[config.mk]
export PLATFORM = sky130hd
export DESIGN_NAME = miner_noc_endpoint
export DESIGN_NICKNAME = d
export VERILOG_FILES = /design/src/rtl/miner_noc_endpoint.sv
export SDC_FILE = /design/constraint.sdc
export NUM_CORES = 1
export LEC_CHECK = 0
export ABC_CLOCK_PERIOD_IN_PS = 2800
export CORE_AREA = 2 2 316 318
export CTS_CLUSTER_DIAMETER = 60
export CTS_CLUSTER_SIZE = 16
export DETAILED_ROUTE_END_ITERATION = 8
export DIE_AREA = 0 0 318 320
export GPL_TIMING_DRIVEN = 0
export PLACE_DENSITY = 0.47
export SYNTH_ARGS = -nofsm -noshare
export SYNTH_HDL_FRONTEND = slang
export SYNTH_SLANG_ARGS = --single-unit
export TNS_END_PERCENT = 100
[constraint.sdc]
create_clock -name CLK -period 2.8 [get_ports CLK]
set_input_delay 0.56 -clock CLK [delete_from_list [all_inputs] [get_ports CLK]]
set_output_delay 0.56 -clock CLK [all_outputs]
set_load 0.01 [all_outputs]
[src/rtl/miner_noc_endpoint.sv]
// NoC endpoint for one mining node: assembles the block header from flits,
// hands it to the hash core and returns a one-flit result to the controller.
module miner_noc_endpoint #(
  parameter int FLIT_DATA_WIDTH = 64,
  parameter int DEST_BITS       = 5,
  parameter int VC_BITS         = 2,
  parameter int HDR_FLITS       = 10,
  parameter int MY_ID           = 1,
  parameter int CTRL_ID         = 0,
  parameter int CREDIT_INIT     = 16,
  localparam int FW    = 2 + FLIT_DATA_WIDTH + DEST_BITS + VC_BITS,
  localparam int HDR_W = HDR_FLITS * FLIT_DATA_WIDTH
) (
  input  logic               CLK,
  input  logic               reset,
  input  logic [FW-1:0]      getFlit,
  output logic               EN_getFlit,
  output logic [VC_BITS:0]   putCredits,
  output logic               EN_putCredits,
  output logic [FW-1:0]      putFlit,
  output logic               EN_putFlit,
  input  logic [VC_BITS:0]   getCredits,
  output logic               EN_getCredits,
  output logic [HDR_W-1:0]   hdr_data,
  output logic               hdr_valid,
  input  logic               hdr_ready,
  input  logic               res_valid,
  input  logic               res_found,
  output logic               res_ready,
  output logic               err_seq
);

  localparam int CNT_W = $clog2(HDR_FLITS);
  localparam int CRW   = $clog2(CREDIT_INIT + 1);
  localparam logic [DEST_BITS-1:0] MY_DEST   = DEST_BITS'(MY_ID);
  localparam logic [DEST_BITS-1:0] CTRL_DEST = DEST_BITS'(CTRL_ID);
  localparam logic [CNT_W-1:0]     LAST_CNT  = CNT_W'(HDR_FLITS - 1);
  localparam logic [CRW-1:0]       CR_MAX    = CRW'(CREDIT_INIT);

  typedef enum logic [1:0] {
    RX,
    HAND_OFF,
    WAIT_RES,
    SEND
  } state_t;

  state_t state, state_n;

  logic [CNT_W-1:0]           flit_cnt;
  logic [CRW-1:0]             out_credits;
  logic                       found_q;
  logic                       take;
  logic                       last;
  logic                       frame_err;
  logic                       f_valid;
  logic                       f_tail;
  logic [DEST_BITS-1:0]       f_dest;
  logic [VC_BITS-1:0]         f_vc;
  logic [FLIT_DATA_WIDTH-1:0] f_data;
  logic                       cr_in;
  logic                       unused_bits;

  assign f_valid = getFlit[FW-1];
  assign f_tail  = getFlit[FW-2];
  assign f_dest  = getFlit[FW-3 -: DEST_BITS];
  assign f_vc    = getFlit[FLIT_DATA_WIDTH +: VC_BITS];
  assign f_data  = getFlit[FLIT_DATA_WIDTH-1:0];

  assign last      = (flit_cnt == LAST_CNT);
  assign frame_err = (f_tail != last) || (f_dest != MY_DEST);

  // Credits are always sunk; their vc field carries no information here.
  assign EN_getCredits = 1'b1;
  assign cr_in         = getCredits[VC_BITS];
  assign unused_bits   = ^getCredits[VC_BITS-1:0];

  always_comb begin
    state_n    = state;
    EN_getFlit = 1'b0;
    take       = 1'b0;
    hdr_valid  = 1'b0;
    res_ready  = 1'b0;
    EN_putFlit = 1'b0;
    putFlit    = '0;
    unique case (state)
      RX: begin
        EN_getFlit = !reset;
        take       = !reset && f_valid;
        if (take && !frame_err && last)
          state_n = HAND_OFF;
      end
      HAND_OFF: begin
        hdr_valid = 1'b1;
        if (hdr_ready)
          state_n = WAIT_RES;
      end
      WAIT_RES: begin
        res_ready = 1'b1;
        if (res_valid)
          state_n = SEND;
      end
      SEND: begin
        putFlit = {1'b1, 1'b1, CTRL_DEST, {VC_BITS{1'b0}},
                   found_q ? FLIT_DATA_WIDTH'(1)
                           : FLIT_DATA_WIDTH'(2)};
        EN_putFlit = (out_credits != '0);
        if (EN_putFlit)
          state_n = RX;
      end
      default: state_n = RX;
    endcase
  end

  always_ff @(posedge CLK) begin
    if (reset) begin
      state         <= RX;
      flit_cnt      <= '0;
      hdr_data      <= '0;
      err_seq       <= 1'b0;
      EN_putCredits <= 1'b0;
      putCredits    <= '0;
      found_q       <= 1'b0;
      out_credits   <= CR_MAX;
    end else begin
      state         <= state_n;
      EN_putCredits <= take;
      putCredits    <= take ? {1'b1, f_vc} : '0;
      if (take) begin
        if (frame_err) begin
          err_seq  <= 1'b1;
          flit_cnt <= '0;
        end else begin
          for (int k = 0; k < HDR_FLITS; k++)
            if (flit_cnt == CNT_W'(k))
              hdr_data[k*FLIT_DATA_WIDTH +: FLIT_DATA_WIDTH] <= f_data;
          flit_cnt <= last ? '0 : flit_cnt + 1'b1;
        end
      end
      if (res_ready && res_valid)
        found_q <= res_found;
      // A send and an arrival in the same cycle cancel out.
      case ({cr_in, EN_putFlit})
        2'b10: if (out_credits < CR_MAX) out_credits <= out_credits + 1'b1;
        2'b01: out_credits <= out_credits - 1'b1;
        default: ;
      endcase
    end
  end

endmodule

Yosys cells after proc, flatten, opt, wreduce, memory -nomap -nowiden --
Cells that the tools add are included.
Word-level totals: output and inout bits 723, memory bits (writable) 0, bits in registers 657, latch bits 0, ROM bits 0, logic and storage cells 87, memories kept 0
Operators by class: shift operators 0, reduce and logical (&&, ||, !) cells 25, divide/modulo/power cells 0, multiplexer cells 17, $mul 0, eq/ne operators 21, bitwise operators 2, magnitude comparators 1, add/sub/neg operators 3
Operators by type and width (count):
- $mux 73 | 1
- $reduce_and 3->1 | 10
- $eq 4x3->1 const B | 4
- $mux 2 | 5
- $ne 2x2->1 const B | 5
- $pmux 5 s2 | 1
- $eq 4x2->1 const B | 2
- $eq 4x4->1 const B | 2
- $mux 4 | 2
- $pmux 2 s4 | 1
- $eq 2x2->1 const B | 3
- $add 5x1->5 const B | 1
- $lt 5x5->1 const B | 1
- $mux 1 | 5
- $mux 5 | 1
- $ne 5x1->1 const B | 1
- $reduce_bool 5->1 | 1
- $sub 5x1->5 const B | 1
- $add 4x1->4 const B | 1
- $eq 2x1->1 const B | 2
- $eq 4x1->1 const B | 1
- $logic_and 1x1->1 | 4
- $logic_not 4->1 | 1
- $reduce_and 2->1 | 2
- 9 further kinds | 11

Logic depth before layout (Yosys ltp) --
depth after elaboration 8, gate-level depth with buffers 11, mapped depth without buffers 9

Least setup slack after synthesis --
OpenSTA, ideal clock, no wires.
path kind flip-flop to flip-flop, from reg state[0], to reg out_credits[4], library setup time 0.124 ns, arrival 2.111 ns, slack 0.564 ns, required time 2.676 ns, period minus slack after synthesis 2.236 ns, cell stages (with the launch flop) 10, cells stage by stage dfxtp_1 > ha_1 > nor2b_1 > nand2_1 > xnor2_1 > ha_1 > and2_1 > and3_1 > o21a_1 > a2111o_1
Between the ends: cells in the longest elaborated chain, start to end 5
Ends and longest elaborated chain:
- from (decl) | RTL line 47 | state_t state, state_n;
- from (signal assigned) | RTL line 125 | state <= state_n;
- $eq 2x2->1 (*) | RTL line 85 | unique case (state)
- $mux 1 (*) | RTL line 85
- $eq 2x2->1 / $eq 2x1->1 (equally long branches) | RTL line 142 | case ({cr_in, EN_putFlit})
- $ne 2x2->1 (no source line) / $reduce_bool 2->1 (equally long branches)
- $reduce_and 2->1 (no source line)
- to (signal assigned) | RTL line 143 | 2'b10: if (out_credits < CR_MAX) out_credits <= out_credits + 1'b1;
- to (signal assigned) | RTL line 144 | 2'b01: out_credits <= out_credits - 1'b1;
- to (decl) | RTL line 50 | logic [CRW-1:0] out_credits;
Mark *: on every way between the ends. The rest lies on a longest branch, timed or not. A chain may end at the register's enable or synchronous reset.

Worst setup path after layout --
from in reset, to out EN_getFlit
Between the ends: cells in the longest elaborated chain, start to end 2
Ends and longest elaborated chain:
- from (decl) | RTL line 15 | input logic reset,
- $logic_not 1->1 | RTL line 87 | EN_getFlit = !reset;
- $mux 1 | RTL line 85
- to (decl) | RTL line 17 | output logic EN_getFlit,
Every way passes these cells.

==> qor.csv <==
metric;value;unit
status;finished clean;
fp.dieH;320;um
internal-power;15310;uW
place_congestion;0.8549;
finalWirelength;146000;um
total_power;21010;uW
synth_edf_count;0;
cts_tree;built;
core_area;0.09799;mm2
fp-row-count;115;
drive_gt1_share;9.443;%
switching_power;5696;uW
ys_seq_elements;656;
fmax;365.3;MHz
ys_top_cells_by_area;dfxtp_1 (51%), nand3_1 (9.4%), a21oi_1 (9.4%);
synth_cells;3055;
yosys_warnings;0;
clk_pin_slew;0.06;ns
synthTopCellsByCount;dfxtp_1 (656), nand3_1 (483), a21oi_1 (482);
synth.most_common_cell;dfxtp_1;
finClkSkew;0.02708;ns
path_class;primary input to output pin;
power_density;565.4;mW/mm2
cts_sinks;656;
track_usage;27.39;%
ys_seq_area_share;50.99;%
wl_per_cell;27.98;um
critPathCaptureType;output pin;
slew_headroom;16.97;%
port_buffers;666;
antenna_found_initial;13;
die_width;318;um
num_vias;26836;
area_growth;44.27;%
crit_slowest_cell;clkdlybuf4s50_1;
grt-ovfl-total;0;
post-synth-top-area-fraction;50.99;%
worst_slew_pin_slew;1.245;ns
hold_path.class;flop to flop;
worst_ep_arrival_time;2.18;ns
ir_drop;0.3735;mV
clkPwrFrac;50.9;%
synthArstFlopShare;0;%
path_cells;clkdlybuf4s50_1, buf_4, clkbuf_4, nor2b_1, clkdlybuf4s15_2;
synth_flop_cell;dfxtp_1;
worstSkewPairLatency;0.66;ns
crit_path_start_kind;primary input;
fin_ws;0.06275;ns
pre_cts_ws;-1.425;ns
synth_cell_types;51;
io_pins;804;
cts-root-buf;clkbuf_16;
critical-path-max-stage-delay;0.69;ns
postRouteAntennaNets;0;
slew_violations;0;
first_iter_violations;2313;
drc;0;
dieArea;0.1018;mm2
hold_ws;0.4562;ns
grt_max_degree;17;
grt_pass1_vias;25499;
comb_power_share;4.6;%
dp_hpwl;108800;um
viasPerCell;5.141;
period_share;97.76;%
drtPass1Iterations;5;
syn_area;0.02575;mm2
nNetsFinal;3954;
worstPathRequired;2.24;ns
initial_utilization;26.28;%
min_period;2.737;ns
synth.avg_cell_area;8.430;um2
final_hold_viol_count;0;
synth_top_area_cell;dfxtp_1;
power_frac_seq;44.5;%
cts_buffers;76;
setup_violations;0;
cap_violations;0;
htreeDepth;3;
clockBufferDepth;3;
switching_share;27.11;%
rsz0062_at_grt;no;
p_leak;0.01295;uW
grt_pass1_wl;200700;um
crit_fanout;10;
fin_util;37.92;%
[layout by cell type, fill, tap and decap left out, drive strengths merged, types with 2 or more instances in the layout]
cell,count
dfxtp,656
mux2i,130
diode,4
nor2,14
o22ai,2
and4,2
clkinv,19
nand4,5
a22oi,2
nand2,206
inv,36
a32oi,2
nand3b,2
buf,148
ha,5
clkdlybuf4s50,665
a31o,36
o211a,2
and2,6
or2,3
mux2,3
clkinvlp,3
conb,70
o21ai,482
nand3,483
bufinv,3
o21a,2
xnor2,2
clkbuf,391
nor2b,6
a21oi,482
nor3,40
or3,2
nand2b,4
[cell families (layout without fill, tap and decap cells)]
family | Yosys count | in the layout | share of synthesized area, %
flops | 656 | 656 | 50.99
simple gates | 781 | 781 | 14.53
buf+inv | 460 | 1266 | 8.477
xor+xnor | 2 | 2 | 0.06803
fa+ha+maj | 5 | 5 | 0.2429
mux | 133 | 133 | 5.184
compound gates | 1016 | 1016 | 20.48
other cells | 2 | 74 | 0.02916
[state kept, by name, indices dropped and copies added (netlist names)]
name / flops
flit_cnt: 4
found_q: 1
hdr_data: 640
out_credits: 5
putCredits: 3
err_seq: 1
state: 2
[final timing paths]
kind / from / endpoint / slack (ns) / cells past startpoint
max: reset / EN_getFlit / 0.06 / 5
min reg2reg: hdr_data[50] / hdr_data[50] / 0.46 / 2
min: hdr_data[50] / hdr_data[50] / 0.46 / 2
max reg2reg: state[1] / hdr_data[223] / 0.06 / 10
[repair_timing]
item                                   4_1_cts  5_1_grt
setup endpoints to repair                  597      342
pin swaps                                    0        1
resized for setup                           38       43
hold buffers                                 0        0
endpoints found under the hold margin        0        0
buffers inserted                             0        1
[worst max-delay path: cells and delay by family]
kind | cells | cell delay, ns
buf+inv | 4 | 1.53
simple gates | 1 | 0.07
[power by group through the flow]
stage / Sequential, uW / Combinational [uW] / Clock (uW)
3_5_place_dp: 9560 / 954 / 0
5_1_grt: 9340 / 1010 / 11200
6_report: 9340 / 972 / 10700
2_1_floorplan: 9560 / 459 / 0
3_3_place_gp: 9560 / 954 / 0
4_1_cts: 9340 / 960 / 10900
[routing by layer]
layer / global-route usage [%] / routed length [um] / vias to the layer above
met5: 0 / 42 / -
met4: 8.974 / 4444 / 6
met1: 34.16 / 60890 / 13288
met2: 45.20 / 68260 / 1118
li1: - / - / 12224
met3: 7.960 / 12390 / 200
[area by class of cell]
type	instances	area, um2
clock buffers	87	2034
multi-input cells	2007	10770
well taps	1287	1610
repair buffers	669	6730
fillers	10195	60830
plain buffers	449	2225
inverters	9	33.78
diodes	4	10.01
clock inverters	52	609.3
flip-flops and latches	656	13130
[metrics by stage]
stage / cell area, um2 / instances / TNS [ns]
after floorplan: 26010 / 3123 / 0
after global placement: 34290 / 5076 / -566.00
after detailed placement: 34330 / 5078 / -547.45
after CTS: 37060 / 5215 / -0.007030
after global routing: 37150 / 5216 / 0
final: 37160 / 5220 / 0
(Power assumes the default switching activity.)
